File: src/rtl/demultiplexor_1a4.sv
// Registered 1-to-4 demultiplexor: routes X to one of A..D, zeroes the rest, and flags out-of-range selectors.
// Optional build macro DEMUX_OOR_STICKY_EN adds clr_err input and oor_sticky output (latched out-of-range flag).
module demultiplexor_1a4 #(
    parameter int WIDTH     = 4,
    parameter int SEL_WIDTH = 3
) (
    input  logic                 clk,
    input  logic                 rst_n,
    input  logic [WIDTH-1:0]     X,
    input  logic [SEL_WIDTH-1:0] Selector,
    input  logic                 en,
`ifdef DEMUX_OOR_STICKY_EN
    input  logic                 clr_err,
    output logic                 oor_sticky,
`endif
    output logic [WIDTH-1:0]     A,
    output logic [WIDTH-1:0]     B,
    output logic [WIDTH-1:0]     C,
    output logic [WIDTH-1:0]     D,
    output logic                 sel_oor
);

    localparam logic [SEL_WIDTH-1:0] LAST_CODE = SEL_WIDTH'(3);

    logic             oor_p0;
    logic [WIDTH-1:0] a_p0;
    logic [WIDTH-1:0] b_p0;
    logic [WIDTH-1:0] c_p0;
    logic [WIDTH-1:0] d_p0;

    assign oor_p0 = (Selector > LAST_CODE);

    // Stage p0: decode the selector into next-state values for each channel
    always_comb begin
        a_p0 = '0;
        b_p0 = '0;
        c_p0 = '0;
        d_p0 = '0;
        if (!oor_p0) begin
            case (Selector[1:0])
                2'd0:    a_p0 = X;
                2'd1:    b_p0 = X;
                2'd2:    c_p0 = X;
                default: d_p0 = X;
            endcase
        end
    end

    // Stage p1: output registers, updated only on enabled edges
    always_ff @(posedge clk or negedge rst_n) begin
        if (!rst_n) begin
            A       <= '0;
            B       <= '0;
            C       <= '0;
            D       <= '0;
            sel_oor <= 1'b0;
        end else if (en) begin
            A       <= a_p0;
            B       <= b_p0;
            C       <= c_p0;
            D       <= d_p0;
            sel_oor <= oor_p0;
        end
    end

`ifdef DEMUX_OOR_STICKY_EN
    // Set wins over clear so an error captured on the clearing edge is not lost
    always_ff @(posedge clk or negedge rst_n) begin
        if (!rst_n) begin
            oor_sticky <= 1'b0;
        end else if (en && oor_p0) begin
            oor_sticky <= 1'b1;
        end else if (clr_err) begin
            oor_sticky <= 1'b0;
        end
    end
`endif

endmodule

File: config.mk
export PLATFORM = sky130hd
export DESIGN_NAME = demultiplexor_1a4
export DESIGN_NICKNAME = d
export VERILOG_FILES = /design/src/rtl/demultiplexor_1a4.sv
export SDC_FILE = /design/constraint.sdc
export NUM_CORES = 1
export LEC_CHECK = 0
export ABC_AREA = 1
export BUFFER_PORTS_ARGS = -buffer_cell sky130_fd_sc_hd__buf_2
export CELL_PAD_IN_SITES_DETAIL_PLACEMENT = 1
export CELL_PAD_IN_SITES_GLOBAL_PLACEMENT = 1
export CORE_ASPECT_RATIO = 0.9
export CORE_MARGIN = 1
export CORE_UTILIZATION = 36
export DETAILED_ROUTE_END_ITERATION = 6
export PLACE_DENSITY_LB_ADDON = 0.15
export SLEW_MARGIN = 20
export SYNTH_ARGS = -nofsm -noshare
export SYNTH_HDL_FRONTEND = slang
export SYNTH_SLANG_ARGS = --single-unit
File: constraint.sdc
create_clock -name clk -period 1.7 [get_ports clk]
set_input_delay 0.255 -clock clk [delete_from_list [all_inputs] [get_ports clk]]
set_output_delay 0.255 -clock clk [all_outputs]
set_load 0.005 [all_outputs]
==> results of run 1 <==
## cell usage after synthesis
cell type  number
nor2_1         10
dfrtp_1        17
o21bai_1        6
buf_4           1
nand3_1         9
nor2_4          1
nand2_1        28
buf_6           1
inv_1          13
## logic make-up after synthesis
logic type             after synthesis  share of synthesized area, %
flip-flops                          17                         57.73
AND/OR/NAND/NOR                     48                         26.99
AO/OA/AOI/OAI                        6                         6.112
buffers and inverters               15                         9.169
## routing by layer
layer	global-route usage, %	vias up	part of all wire [%]
met5	0	-	0
met4	3.429	0	0.86
met3	3.704	2	5.9
met2	23.24	21	43
met1	24.68	305	50
li1	-	320	-
## sequential cells by signal, summed over array words and instances (netlist names)
register / cells
A: 4
B: 4
C: 4
D: 4
sel_oor: 1
## worst max path at each step
| stage | startpoint | endpoint | slack (ns) | cells after the start |
|---|---|---|---|---|
| finish | A[2] | A[2] | 0.64 | 1 |
| floorplan | B[0] | B[0] | 1.00 | 3 |
| CTS | A[2] | A[2] | 0.62 | 1 |
| global placement | en | D[1] | 0.60 | 5 |
| detailed placement | en | A[1] | 0.55 | 5 |
| global route | A[2] | A[2] | 0.60 | 1 |
## where the power goes
| group | internal (mW) | total, mW | switching, mW |
|---|---|---|---|
| combinational | 0.0320 | 0.0854 | 0.0534 |
| sequential | 0.420 | 0.427 | 0.00743 |
| clock | 0.0908 | 0.211 | 0.121 |
## metrics by stage
step                hold slack, ns  area, sq um  util, %  setup WS, ns
floorplan                 -0.04059        737.0        -         1.002
global placement            0.1989        879.6    45.95        0.5963
detailed placement          0.2028        879.6    45.95        0.5546
CTS                         0.2344        915.9    47.84        0.6248
global route                0.2455        915.9    47.84        0.6003
finish                      0.2329        915.9    47.84        0.6358
## area by class of cell
| cell class | count | area, sq um |
|---|---|---|
| multi-input combinational | 54 | 244.0 |
| fill | 257 | 998.5 |
| clock buffer | 4 | 26.28 |
| timing repair buffer | 27 | 140.1 |
| tap | 25 | 31.28 |
| inverter | 13 | 48.80 |
| sequential | 17 | 425.4 |
==> impl_metrics.json, run 1 <==
{
  "cp-end-kind": "primary output",
  "synth_top_cells_by_area": "dfrtp_1, nand2_1, inv_1",
  "critPathBufInv": 1,
  "outcome": "completed",
  "cts.root.buffer_cell": "clkbuf_4",
  "postRouteWirelength_mm": 1.637,
  "grt_pass1_wl_mm": 2.677,
  "syn_area_sq_um": 737.0,
  "path_max_fanout": 2,
  "r2r_setup_slack_ns": 0.95,
  "drc": 0,
  "h-tree-depth": 1,
  "p_leak_nw": 0.5558,
  "drv_slew": 0,
  "crit_arrival_ns": 0.81,
  "final_common_cell": "nand2_1",
  "hold_viol": 0,
  "postCtsSetupBuffers": 0,
  "critPathTopFamily": "flip-flops",
  "numCtsBuffers": 3,
  "die_h_um": 44.93,
  "hold_depth": 3,
  "p_per_area_nw_per_um2": 790.4,
  "wl_per_cell_um": 11.69,
  "worst_slew_pin_slew_ns": 0.3823,
  "grt_usage_pct": 16.17,
  "syn_nets": 96,
  "stdcell_count": 140,
  "cts.hold.buffers_added": 1,
  "rr_startpoint": "B[1]",
  "final.min_clock_period_ns": 1.064,
  "chipWidth_um": 49.69,
  "min_path_type": "input pin to register",
  "post_route_cells_drive_above_1_share_pct": 26.09,
  "worstSkewPairLatency_ns": 0.28,
  "drtIter0Drc": 4,
  "diodes": 0,
  "syn-instance-count": 86,
  "r2r_cells": 3,
  "cts_tree": "yes",
  "gp_congestion": 0.7477,
  "yosys.area.top_type": "dfrtp_1",
  "start_util_pct": 38.50,
  "via_per_inst": 4.629,
  "cts.sinks": 17,
  "rows": 15,
  "cp-start-kind": "register",
  "area_delta_synth_final_pct": 24.28,
  "ctsResizeCount": 0,
  "layout_common_cells": "nand2_1, buf_2, dfrtp_1",
  "synth_cell_types": 9,
  "dp_hpwl_mm": 1.281,
  "dr_total_vias": 648,
  "finalSetupViolations": 0,
  "drv_cap": 0,
  "clk_path_buf_depth": 2,
  "crit_chain": "buf_2",
  "antenna_found_initial": 0,
  "fin_skew_ns": 0,
  "placed_cells": 135,
  "die_area_sq_um": 2232,
  "grt_pass1_vias": 549,
  "maxSlewHeadroom_pct": 74.51,
  "yosys_warnings": 0,
  "hold_start": "X[0]",
  "avgSynthCellArea_sq_um": 8.569,
  "worstSetupPathType": "register to primary output",
  "firstDrtPassIters": 4,
  "path_clk_slew_ns": 0.10,
  "ant_nets": 0,
  "grt-ovfl-total": 0,
  "grt_max_degree": 18,
  "synth-seq-area-share_pct": 57.72,
  "synth_top_area_share_pct": 57.72,
  "worstPathRequired_ns": 1.44,
  "cpMaxStageDelayCell": "dfrtp_1",
  "timing.final.crit_share_pct": 62.60,
  "ioPinCount": 27,
  "r2r-end": "B[1]",
  "ys_seq_elements": 17,
  "total_power_mw": 0.7239,
  "clock.fmax_ghz": 0.9397,
  "core_region_area_sq_um": 1914,
  "port_buffers": 26,
  "setup-tns-final_ns": 0,
  "ir_drop_uv": 309.2,
  "critPathMaxStageDelay_ns": 0.40,
  "layout.nets": 126,
  "rsz0062_at_grt": "no",
  "holdPathEnd": "A[0]"
}
(Power assumes the default switching activity.)
==> run 2, diff against run 1 <==
- CORE_UTILIZATION: 36 -> 33
- clock period: 1.7 -> 1.1 ns (I/O delays scaled with it)
==> run 2 against run 1 <==
Effect of this change: combinational power grew 63%; sequential power grew 55%; global-route usage about the same; worst hold slack lost 0.087 ns.
==> impl_metrics.json, run 2 (same netlist as run 1, synthesis figures left out) <==
{
  "clk_path_buf_depth": 2,
  "ioPinCount": 27,
  "fin_skew_ns": 0,
  "rr_startpoint": "C[1]",
  "crit_chain": "buf_2",
  "switching_share_pct": 25.35,
  "critPathMaxStageDelay_ns": 0.40,
  "cp-end-kind": "primary output",
  "critPathTopFamily": "flip-flops",
  "final.min_clock_period_ns": 0.9762,
  "worstPathRequired_ns": 0.94,
  "r2r_cells": 3,
  "grt_pass1_wl_mm": 2.787,
  "rsz0062_at_grt": "no",
  "worstSetupPathType": "register to primary output",
  "ctsResizeCount": 0,
  "layout.nets": 129,
  "path_max_fanout": 2,
  "holdPathEnd": "A[0]",
  "p_int_mw": 0.8453,
  "stdcell_count": 143,
  "start_util_pct": 36.70,
  "final_area_sq_um": 938.4,
  "drc": 0,
  "grtUsageMet2_pct": 24.42,
  "switching_power_mw": 0.2870,
  "drv_slew": 0,
  "path_clk_slew_ns": 0.10,
  "dp_hpwl_mm": 1.287,
  "drtIter0Drc": 6,
  "final_common_cell": "nand2_1",
  "via_per_inst": 4.503,
  "layout_common_cells": "nand2_1, buf_2, dfrtp_1",
  "dr_total_vias": 644,
  "r2r_setup_slack_ns": 0.38,
  "area_delta_synth_final_pct": 27.33,
  "rows": 15,
  "ant_nets": 0,
  "core_region_area_sq_um": 2008,
  "p_seq_share_pct": 58.3,
  "grt_util_met3_pct": 3.560,
  "r2r-end": "C[1]",
  "grt_max_degree": 18,
  "hold_depth": 3,
  "postRouteWirelength_mm": 1.659,
  "maxSlewHeadroom_pct": 74.10,
  "hold_viol": 0,
  "h-tree-depth": 1,
  "grtUsageMet1_pct": 22.85,
  "antenna_found_initial": 0,
  "setup-tns-final_ns": 0,
  "cts.sinks": 17,
  "p_per_area_nw_per_um2": 1207,
  "busiest_layer": "met2",
  "gp_congestion": 0.7438,
  "multi_input_area_sq_um": 244.0,
  "total_power_mw": 1.132,
  "critPathBufInv": 1,
  "crit_arrival_ns": 0.81,
  "postCtsSetupBuffers": 0,
  "cts.root.buffer_cell": "clkbuf_4",
  "worstSkewPairLatency_ns": 0.28,
  "clock.fmax_ghz": 1.024,
  "finalSetupViolations": 0,
  "die_h_um": 46.83,
  "diodes": 0,
  "firstDrtPassIters": 3,
  "cpMaxStageDelayCell": "dfrtp_1",
  "min_path_type": "input pin to register",
  "p_leak_nw": 0.5702,
  "comb_power_share_pct": 12.3,
  "p_clk_share_pct": 29.5,
  "chipWidth_um": 51.82,
  "wl_per_cell_um": 11.60,
  "grt_usage_pct": 16.20,
  "cts_tree": "yes",
  "numCtsBuffers": 3,
  "port_buffers": 26,
  "outcome": "completed",
  "cp-start-kind": "register",
  "grt_pass1_vias": 638,
  "drv_cap": 0,
  "hold_start": "X[0]",
  "die_area_sq_um": 2427,
  "register_area_sq_um": 425.4,
  "ir_drop_uv": 457.8,
  "dpl-instance-area_sq_um": 902.1,
  "placed_cells": 138,
  "fillCellCount": 263,
  "timing.final.crit_share_pct": 88.74,
  "post_route_cells_drive_above_1_share_pct": 27.97,
  "grt-ovfl-total": 0,
  "worst_slew_pin_slew_ns": 0.3884
}
[run 2: changes by cell type in the layout (fill, tap and decap cells not counted), sizes merged]
cell / change
buf: +3
[run 2: worst max path at each step]
stage	endpoint	cells past startpoint	from
global route	sel_oor	1	sel_oor
floorplan	B[0]	3	B[0]
CTS	sel_oor	1	sel_oor
global placement	D[0]	5	en
detailed placement	D[0]	5	en
finish	sel_oor	1	sel_oor
[run 2: repair_timing]
item,CTS,global route
endpoints found under the setup margin,0,0
endpoints found under the hold margin,17,0
hold buffers,1,0
[run 2: area by class of cell]
cell class | instances | area share, %
well taps | 25 | 3.333
inverters | 13 | 5.200
multi-input cells | 54 | 26.00
flip-flops and latches | 17 | 45.33
clock buffers | 4 | 2.800
repair buffers | 30 | 17.33
[run 2: power by group through the flow]
stage                     clock, mW  combinational, mW  sequential (mW)
final                         0.334              0.139            0.660
after global routing          0.373              0.160            0.664
after CTS                     0.351              0.144            0.661
after detailed placement          0              0.140            0.673
after global placement            0              0.138            0.672
after floorplan                   0             0.0585            0.676
[run 2: per-layer routing]
metal | routed length, um | up-vias
met5 | 0 | -
met4 | 12 | 0
met3 | 97 | 2
met2 | 736 | 18
met1 | 812 | 302
li1 | - | 322
[run 2: stage by stage]
step	setup slack, ns	utilization, %	hold slack (ns)
after CTS	0.1034	46.73	0.1470
after global placement	0.3038	44.92	0.1125
after floorplan	0.4020	-	-0.1306
final	0.1238	46.73	0.1462
after detailed placement	0.2993	44.92	0.1184
after global routing	0.08182	46.73	0.1499
